## src/rtl/mealy_seq_n.sv

```systemverilog
// Parametrised Mealy start/done sequencer: walks NUM_STAGES worker units in ascending order,
// honouring a per-run skip mask and abort. Optional per-stage watchdog: MEALY_SEQ_WATCHDOG_EN.
module mealy_seq_n #(
    parameter int NUM_STAGES = 3,
    parameter int IDX_W      = 2,
    parameter int TIMEOUT    = 16
) (
    input  logic                  clk,
    input  logic                  reset,
    input  logic                  start,
    input  logic                  abort,
    input  logic [NUM_STAGES-1:0] skip_mask,
    input  logic [NUM_STAGES-1:0] done_in,
    output logic [NUM_STAGES-1:0] start_out,
    output logic                  busy,
    output logic [IDX_W-1:0]      stage_idx,
    output logic                  done,
    output logic                  error
);

    typedef enum logic [0:0] {
        ST_IDLE = 1'b0,
        ST_RUN  = 1'b1
    } state_e;

    typedef struct packed {
        logic             found;
        logic [IDX_W-1:0] idx;
    } pick_t;

    // Lowest unskipped stage at or above lo; descending scan so the lowest match wins.
    function automatic pick_t pick_from(input logic [NUM_STAGES-1:0] mask,
                                        input logic [IDX_W:0]        lo);
        pick_t r;
        r.found = 1'b0;
        r.idx   = {IDX_W{1'b0}};
        for (int i = NUM_STAGES - 1; i >= 0; i--) begin
            if (!mask[i] && (i >= int'(lo))) begin
                r.found = 1'b1;
                r.idx   = IDX_W'(i);
            end
        end
        return r;
    endfunction

    function automatic logic [NUM_STAGES-1:0] onehot(input logic [IDX_W-1:0] idx);
        return NUM_STAGES'(1'b1) << idx;
    endfunction

    state_e                  state_q, state_d;
    logic [IDX_W-1:0]        stage_idx_q, stage_idx_d;
    logic [NUM_STAGES-1:0]   mask_q, mask_d;
    logic                    busy_q, busy_d;
    logic [NUM_STAGES-1:0]   start_out_s;
    logic                    done_s;
    logic                    done_hit_s;
    pick_t                   first_s;
    pick_t                   next_s;

`ifdef MEALY_SEQ_WATCHDOG_EN
    localparam int CNT_W = (TIMEOUT > 2) ? $clog2(TIMEOUT) : 1;
    logic [CNT_W-1:0] wdog_q, wdog_d;
    logic             limit_s;
    logic             error_q, error_d;

    assign limit_s = (wdog_q == CNT_W'(TIMEOUT - 1));
`endif

    assign first_s    = pick_from(skip_mask, {(IDX_W+1){1'b0}});
    assign next_s     = pick_from(mask_q, {1'b0, stage_idx_q} + (IDX_W+1)'(1));
    assign done_hit_s = done_in[stage_idx_q];

    // Next-state and Mealy output decode; abort outranks done_in, which outranks the watchdog.
    always_comb begin
        state_d     = state_q;
        stage_idx_d = stage_idx_q;
        mask_d      = mask_q;
        busy_d      = busy_q;
        start_out_s = {NUM_STAGES{1'b0}};
        done_s      = 1'b0;
`ifdef MEALY_SEQ_WATCHDOG_EN
        wdog_d      = wdog_q;
        error_d     = 1'b0;
`endif
        case (state_q)
            ST_IDLE: begin
                if (start && !abort) begin
                    mask_d = skip_mask;
                    if (first_s.found) begin
                        start_out_s = onehot(first_s.idx);
                        state_d     = ST_RUN;
                        stage_idx_d = first_s.idx;
                        busy_d      = 1'b1;
`ifdef MEALY_SEQ_WATCHDOG_EN
                        wdog_d      = {CNT_W{1'b0}};
`endif
                    end else begin
                        done_s = 1'b1;
                    end
                end else begin
                    state_d = ST_IDLE;
                end
            end
            ST_RUN: begin
                if (abort) begin
                    state_d     = ST_IDLE;
                    stage_idx_d = {IDX_W{1'b0}};
                    busy_d      = 1'b0;
                end else if (done_hit_s) begin
                    if (next_s.found) begin
                        start_out_s = onehot(next_s.idx);
                        stage_idx_d = next_s.idx;
`ifdef MEALY_SEQ_WATCHDOG_EN
                        wdog_d      = {CNT_W{1'b0}};
`endif
                    end else begin
                        done_s      = 1'b1;
                        state_d     = ST_IDLE;
                        stage_idx_d = {IDX_W{1'b0}};
                        busy_d      = 1'b0;
                    end
`ifdef MEALY_SEQ_WATCHDOG_EN
                end else if (limit_s) begin
                    state_d     = ST_IDLE;
                    stage_idx_d = {IDX_W{1'b0}};
                    busy_d      = 1'b0;
                    error_d     = 1'b1;
                end else begin
                    wdog_d = wdog_q + CNT_W'(1);
                end
`else
                end else begin
                    state_d = ST_RUN;
                end
`endif
            end
            default: begin
                state_d     = ST_IDLE;
                stage_idx_d = {IDX_W{1'b0}};
                busy_d      = 1'b0;
            end
        endcase
    end

    // State and registered-output update with synchronous active-low reset.
    always_ff @(posedge clk) begin
        if (!reset) begin
            state_q     <= ST_IDLE;
            stage_idx_q <= {IDX_W{1'b0}};
            mask_q      <= {NUM_STAGES{1'b0}};
            busy_q      <= 1'b0;
`ifdef MEALY_SEQ_WATCHDOG_EN
            wdog_q      <= {CNT_W{1'b0}};
            error_q     <= 1'b0;
`endif
        end else begin
            state_q     <= state_d;
            stage_idx_q <= stage_idx_d;
            mask_q      <= mask_d;
            busy_q      <= busy_d;
`ifdef MEALY_SEQ_WATCHDOG_EN
            wdog_q      <= wdog_d;
            error_q     <= error_d;
`endif
        end
    end

    // Pulses are gated by reset so nothing leaks out while the block is held in reset.
    assign start_out = reset ? start_out_s : {NUM_STAGES{1'b0}};
    assign done      = reset & done_s;
    assign busy      = busy_q;
    assign stage_idx = stage_idx_q;

`ifdef MEALY_SEQ_WATCHDOG_EN
    assign error = reset & error_q;
`else
    assign error = 1'b0;
`endif

endmodule

```

## config.mk

```make
export PLATFORM = sky130hd
export DESIGN_NAME = mealy_seq_n
export DESIGN_NICKNAME = d
export VERILOG_FILES = /design/src/rtl/mealy_seq_n.sv
export SDC_FILE = /design/constraint.sdc
export NUM_CORES = 1
export LEC_CHECK = 0
export CORE_AREA = 2 2 39 41
export DETAILED_ROUTE_END_ITERATION = 12
export DIE_AREA = 0 0 41 43
export DONT_BUFFER_PORTS = 1
export HOLD_SLACK_MARGIN = 0.06
export PLACE_DENSITY = 0.53
export SYNTH_ARGS = -nofsm -noshare
export SYNTH_HDL_FRONTEND = slang
export SYNTH_SLANG_ARGS = --single-unit
```

## constraint.sdc

```tcl
create_clock -name clk -period 1.2 [get_ports clk]
set_clock_uncertainty 0.2 [all_clocks]
set_input_delay 0.06 -clock clk [delete_from_list [all_inputs] [get_ports clk]]
set_output_delay 0.06 -clock clk [all_outputs]
set_load 0.005 [all_outputs]
```

==> results.yml, run 1 <==
floorplan:
  rows: 14
  die_x_um: 41
  core_um2: 1380
  start_util_pct: 29.5
  die_area_um2: 1760
  fp.dieH_um: 43
  pin_count: 18
synth:
  yosys_register_bits: 6
  synth_xor_area_share_pct: 0
  yosys.area_share.adder_pct: 0
  synth.top_cell.area_share_pct: 29.4
  synth_edf_count: 0
  yosysSeqAreaShare_pct: 29.4
  synth-simple-area-share_pct: 37.7
  syn_area_per_cell_um2: 8.16
  synth_area_um2: 408
  synthArstFlopShare_pct: 0
  synth_commonest_cells: "dfxtp_1, nor2b_1, o21ai_0"
  post-synth-top-area-cell: "dfxtp_1"
  ys_warn_count: 0
  synth_nets: 60
  synth_ff_type: "dfxtp_1"
  synth_area_leaders: "dfxtp_1, nor2b_1, o21ai_0, a32o_1, mux2i_1"
  synth-compound-area-share_pct: 20.6
  synth_top_family_by_area: "simple AND/OR/NAND/NOR gates"
  muxShareOfSynthArea_pct: 4.91
  synth_cell_types: 27
  synthCells: 50
clocking:
  cts_tree: "yes"
  root_buffer: "clkbuf_4"
  clock_latency_ps: 260
  cts_hold_buf: 3
  clk_pin_slew_ps: 50
  numCtsBuffers: 3
  cts_sinks: 6
  clock_path_buffers: 2
  h-tree-depth: 1
setup_path:
  cp_max_fo: 7
  r2r_cells: 5
  end_kind: "output pin"
  r2r-start: "stage_idx[0]"
  cp.required_ps: 940
  critPathArrivalTime_ps: 1230
  max_stage_delay_ps: 370
  r2r-end: "busy"
  crit_slowest_cell: "dfxtp_4"
  crit_chain: "and2b_1 > nand4_1 > o21ai_1"
  critical_path_class: "flip-flop to output pin"
  r2r_slack_ps: -240
  critPathTopFamily: "simple AND/OR/NAND/NOR gates"
  path_buf_inv: 0
  critPathLaunchType: "flip-flop"
routing:
  dr.pass1.iters: 4
  drtIter0Drc: 15
  drc: 0
  drt_wl_total_um: 1380
  wl_per_cell_um: 16.4
  ant_nets: 0
  vias: 462
  vias_per_cell: 5.50
finish:
  drive_gt1_share_pct: 42.6
  fin_cells: 84
  nNetsFinal: 79
  fillCellCount: 144
  antennaDiodeCount: 0
  multi_input_area_um2: 309
  areaGrowthSynthToFinish_pct: 55.5
  area.sequential_um2: 129
global_route:
  grt_overflow_total: 0
  track_usage_pct: 17.4
  first_global_vias: 465
  antenna_found_initial: 0
  grt_max_degree: 11
  grt_pass1_wl_um: 1980
timing:
  fmax_mhz: 671
  finalSetupViolCount: 10
  fin_crit_sh_pct: 124
  hold_viol: 6
  drv_slew: 0
  period_needed_ps: 1490
  rsz0062_at_grt: "true"
  whs_ps: -268
  fin_ws_ps: -290
hold_path:
  min_path_cells: 1
  hold_path_end: "state_q"
  hp-class: "input port to flip-flop"
  hp-start: "reset"
outcome:
  violations: "negative hold slack, negative setup slack"
  outcome: "complete, but fails checks"
placement:
  dp_hpwl_um: 857
  port-buffer-count: 0
  gp_congestion: 0.853
  dp.cells: 72
  preCtsSetupSlack_ps: -148
power_and_ir_drop:
  power.total_mw: 0.556
  ir_worst_vdd_mv: 0.354
  power_density_nw_per_um2: 876
  leakagePower_nw: 0.246
run:
  cap_violations: 0
## cell type report
cell class | instances | share of cell area, %
flip-flops and latches | 6 | 20.3
multi-input cells | 38 | 48.7
clock buffers | 4 | 4.14
repair buffers | 16 | 21.3
inverters | 4 | 2.37
well taps | 16 | 3.16
## power by group
group	switching (mW)	internal (mW)
Combinational	0.0465	0.0641
Sequential	0.0160	0.210
Clock	0.0918	0.127
## layer usage
layer	part of all wire [%]	global-route usage (%)	up-vias	wire [um]
met2	48	26.3	28	657
met3	9.4	6.81	8	129
met5	0	0	-	0
met4	6.0	12.7	0	82
li1	-	-	218	-
met1	37	18.3	208	505
## placed cells by master (no fill, tap or decap), types with 2 or more instances in the layout
cell type and instances:
buf_4 11, nor2b_1 6, o21ai_0 4, inv_1 3, nand3_1 3, dfxtp_1 3, clkbuf_4 3, dlygate4sd3_1 3
nand2_2 2, mux2i_1 2, a32o_1 2, buf_6 2, dfxtp_4 2
## what timing repair did
item / 4_1_cts / 5_1_grt
resized for setup: 8 / 2
setup endpoints to repair: 10 / 10
pin swaps: 7 / 8
endpoints found under the hold margin: 9 / 7
setup buffers: 32 / 0
## cell families (layout without fill, tap and decap cells)
logic type,count (synthesis),after routing
AOI/OAI and AO/OA,12,12
buffers and inverters,6,24
DFF,6,6
muxes,2,2
other,1,1
and+or+nand+nor,23,23
## registers in the layout (all words and copies together) (netlist names)
signal and flops:
busy 1, mask_q 2, stage_idx 2, state_q 1
## worst register-to-register path: cells and delay by family, from the launching register on
family | cells | cell delay (ps)
buffers and inverters | 1 | 150
DFF | 1 | 400
and+or+nand+nor | 2 | 280
AOI/OAI and AO/OA | 2 | 290
## per-stage QoR
step | cell area [um^2] | hold WS (ps) | TNS [ps] | util (%)
floorplan | 440 | 3.34 | -119 | -
detailed placement | 509 | -10.3 | -940 | 36.8
global placement | 509 | -7.98 | -773 | 36.8
CTS | 628 | -269 | -1970 | 45.4
global route | 634 | -266 | -2550 | 45.8
finish | 634 | -268 | -2060 | 45.8
## worst max path at each step
stage,start,end,slack [ps],depth (start not counted)
5_1_grt,state_q,start_out[2],-360,5
4_1_cts,stage_idx[0],start_out[1],-280,3
2_1_floorplan,stage_idx[0],busy,-50,3
3_3_place_gp,stage_idx[0],state_q,-120,4
6_report,state_q,start_out[2],-290,3
3_5_place_dp,stage_idx[0],state_q,-150,4
No activity file was read; power rests on OpenSTA's default activity.
==> run 2: changes to the inputs <==
==> constraint.sdc (replaced) <==
create_clock -name clk -period 1.2 [get_ports clk]
set_clock_uncertainty 0.2 [all_clocks]
set_input_delay 0.24 -clock clk [delete_from_list [all_inputs] [get_ports clk]]
set_output_delay 0.24 -clock clk [all_outputs]
set_load 0.005 [all_outputs]
==> results.yml, run 2 (synthesis results as in run 1) <==
setup_path:
  cp.required_ps: 760
  critPathArrivalTime_ps: 1210
  crit_end: "done"
  r2r_cells: 6
  r2r_slack_ps: -330
  end_kind: "output pin"
  r2r-end: "stage_idx[0]"
  startpoint: "state_q"
  r2r-start: "stage_idx[0]"
  critical_path_class: "flip-flop to output pin"
  cp_max_fo: 7
  critPathLaunchType: "flip-flop"
routing:
  dr.pass1.iters: 4
  ant_nets: 0
  vias: 471
  drtIter0Drc: 9
  wl_per_cell_um: 15.3
  drt_wl_total_um: 1330
  vias_per_cell: 5.41
  drc: 0
placement:
  port-buffer-count: 0
  dp_hpwl_um: 846
  gp_congestion: 0.775
global_route:
  first_global_vias: 477
  grt_pass1_wl_um: 2100
  grt_max_degree: 8
  track_usage_pct: 17.8
  grt_overflow_total: 0
  antenna_found_initial: 0
finish:
  post-route-util_pct: 49.6
  nNetsFinal: 82
  layout_common_cells: "buf_4, nor2b_1"
  drive_gt1_share_pct: 46.5
  fillCellCount: 127
  final_common_cell: "buf_4"
  areaGrowthSynthToFinish_pct: 68.4
  antennaDiodeCount: 0
timing:
  fin_crit_sh_pct: 138
  rsz0062_at_grt: "true"
  fmax_mhz: 605
  finalSetupViolCount: 12
  drv_slew: 0
  fin_ws_ps: -454
  period_needed_ps: 1650
  whs_ps: 77.2
  hold_viol: 0
outcome:
  violations: "negative setup slack"
  outcome: "complete, but fails checks"
floorplan:
  start_util_pct: 29.5
  core_um2: 1380
  fp.dieH_um: 43
  rows: 14
  pin_count: 18
  die_x_um: 41
  die_area_um2: 1760
clocking:
  h-tree-depth: 1
  numCtsBuffers: 3
  clock_latency_ps: 260
  clock_path_buffers: 2
  cts_tree: "yes"
  cts_sinks: 6
  root_buffer: "clkbuf_4"
  clk_pin_slew_ps: 50
power_and_ir_drop:
  power_density_nw_per_um2: 825
  ir_worst_vdd_mv: 0.548
  leakagePower_nw: 0.271
hold_path:
  hp-class: "input port to flip-flop"
run:
  cap_violations: 0
==> run 2: changes by cell type in the layout (fill, tap and decap cells not counted), sizes merged <==
cell | before | now
buf | 13 | 15
dlygate4sd3 | 3 | 4
==> run 2: stage by stage <==
stage          total power [mW]  setup TNS, ps  cells  setup WS (ps)  instance area (um^2)
4_1_cts                   0.563          -2670     86           -452                   658
3_5_place_dp              0.314          -1070     75           -185                   533
2_1_floorplan             0.286           -315     50           -142                   443
3_3_place_gp              0.313          -1010     75           -185                   533
6_report                  0.567          -2790     87           -454                   687
5_1_grt                   0.594          -3480     87           -537                   687
==> run 2: repair_timing <==
action / 4_1_cts / 5_1_grt
endpoints found under the hold margin: 6 / 0
hold buffers: 4 / 0
gates resized for setup: 9 / 5
pin swaps: 7 / 8
setup buffers: 4 / 2
setup endpoints to repair: 12 / 12
==> run 2: critical path: stages, from the launching register on <==
cell     delay [ps]
dfxtp_4         370
and2b_1         200
nand4_1         180
o22ai_2         220
==> run 2: layout make-up <==
type	count	area (um^2)	share of cell area, %
tap	16	20.0	2.91
multi-input combinational	38	325	47.4
clock buffer	4	26.3	3.83
sequential	6	133	19.3
timing repair buffer	19	168	24.4
inverter	4	15.0	2.19
==> run 2: worst min path at each step <==
stage	start	endpoint	slack, ps	cells after the start
3_5_place_dp	reset	busy	170	1
2_1_floorplan	skip_mask[2]	stage_idx[1]	190	1
5_1_grt	skip_mask[0]	stage_idx[0]	100	4
6_report	abort	stage_idx[1]	80	3
3_3_place_gp	reset	mask_q[1]	170	1
4_1_cts	abort	stage_idx[1]	70	3
==> run 2: where the power goes <==
group          leakage (nW)  internal (mW)  switching [mW]
Sequential           0.0518          0.209          0.0182
Combinational         0.204         0.0712          0.0437
Clock                0.0150          0.128          0.0974
Total                 0.271          0.407           0.159
==> run 2: per-layer routing <==
layer	up-vias	track usage [%]	share of wire, %	routed length, um
met3	0	5.76	6.3	84
met4	0	8.00	0	0
met1	226	20.6	43	579
li1	227	-	-	-
met2	18	28.1	50	667
met5	-	0	0	0
==> run 3: changes to the inputs <==
Settings changed: CTS_BUF_LIST set to sky130_fd_sc_hd__clkbuf_8, SETUP_SLACK_MARGIN set to 0.4.
==> results.yml, run 3 (synthesis results as in run 1) <==
global_route:
  grt_pass1_wl_um: 1900
  antenna_found_initial: 0
  track_usage_pct: 16.5
  grt_overflow_total: 0
  first_global_vias: 413
  grt_max_degree: 11
routing:
  drt-met1-wl_um: 471
  dr.pass1.iters: 4
  drt_wl_total_um: 1190
  dr_wl_met2_um: 582
  vias: 436
  wl_per_cell_um: 14.8
  drtIter0Drc: 3
  ant_nets: 0
  dr_wl_met3_um: 96
  top_layer_used: "met4"
  drc: 0
  vias_per_cell: 5.45
placement:
  dp_hpwl_um: 846
  gp_congestion: 0.759
  placed_cell_area_um2: 543
  port-buffer-count: 0
floorplan:
  core_um2: 1380
  pin_count: 18
  die_area_um2: 1760
  fp.dieH_um: 43
  rows: 14
  die_x_um: 41
  start_util_pct: 29.5
finish:
  layout_common_cells: "buf_4, nor2b_1, o21ai_0"
  stdcell_area_um2: 622
  drive_gt1_share_pct: 48.4
  fillCellCount: 142
  final_common_cell: "buf_4"
  post-route-util_pct: 44.9
  areaGrowthSynthToFinish_pct: 52.5
  nNetsFinal: 76
  antennaDiodeCount: 0
outcome:
  violations: "negative hold slack, negative setup slack"
  outcome: "complete, but fails checks"
setup_path:
  crit_chain: "and2b_1 > nand4_1 > o21ai_1"
  path_buf_inv: 0
  critPathTopFamily: "flip-flops"
  r2r-end: "stage_idx[1]"
  critPathArrivalTime_ps: 1150
  cp.required_ps: 760
  max_stage_delay_ps: 370
  cp_max_fo: 8
  critPathLaunchType: "flip-flop"
  end_kind: "output pin"
  critical_path_class: "flip-flop to output pin"
  r2r-start: "state_q"
  crit_slowest_cell: "dfxtp_4"
  r2r_cells: 6
  r2r_slack_ps: -210
clocking:
  numCtsBuffers: 3
  clock_path_buffers: 2
  clock_latency_ps: 230
  cts_sinks: 6
  root_buffer: "clkbuf_8"
  clk_pin_slew_ps: 40
  h-tree-depth: 1
  cts_tree: "yes"
timing:
  hold_viol: 6
  period_needed_ps: 1590
  fin_ws_ps: -389
  fin_crit_sh_pct: 132
  whs_ps: -59.8
  finalSetupViolCount: 10
  drv_slew: 0
  fmax_mhz: 629
  rsz0062_at_grt: "true"
  tns_ps: -2550
power_and_ir_drop:
  leakagePower_nw: 0.241
  ir_worst_vdd_mv: 0.503
  power_density_nw_per_um2: 1030
  power.total_mw: 0.638
hold_path:
  hp-start: "reset"
  hp-class: "input port to flip-flop"
  min_path_cells: 1
  hold_path_end: "busy"
run:
  cap_violations: 0
[run 3: where the power goes]
group	internal (mW)	switching, mW	leakage, nW
clock network	0.217	0.103	0.0216
registers	0.210	0.0174	0.0521
logic	0.0555	0.0346	0.167
[run 3: how the worst max path moves through the flow]
stage | start | to | slack (ps) | depth (start not counted)
after floorplan | state_q | start_out[1] | -140 | 3
after global routing | stage_idx[0] | start_out[1] | -430 | 3
final | state_q | start_out[2] | -390 | 3
after CTS | state_q | done | -390 | 3
after global placement | state_q | start_out[1] | -180 | 3
after detailed placement | stage_idx[0] | state_q | -170 | 5
[run 3: routing by layer]
layer | global-route usage (%) | vias up
met2 | 23.4 | 13
li1 | - | 214
met1 | 19.7 | 205
met5 | 0 | -
met3 | 6.81 | 4
met4 | 10.0 | 0
[run 3: layout make-up]
cell class,instances,area [um^2],share of cell area (%)
Multi-Input combinational cell,38,303,48.7
Sequential cell,6,134,21.5
Timing Repair Buffer,13,109,17.5
Clock buffer,3,41.3,6.64
Tap cell,16,20.0,3.22
Inverter,4,15.0,2.41
[run 3: through the flow]
stage          cells  worst slack, ps
5_1_grt           80             -428
4_1_cts           79             -393
3_5_place_dp      76             -170
6_report          80             -389
2_1_floorplan     50             -141
3_3_place_gp      76             -182
[run 3: repair_timing]
item | 4_1_cts | 5_1_grt
buffers inserted | 0 | 1
endpoints found under the hold margin | 6 | 6
setup endpoints to repair | 13 | 13
pin swaps | 2 | 4
gates resized for setup | 8 | 2
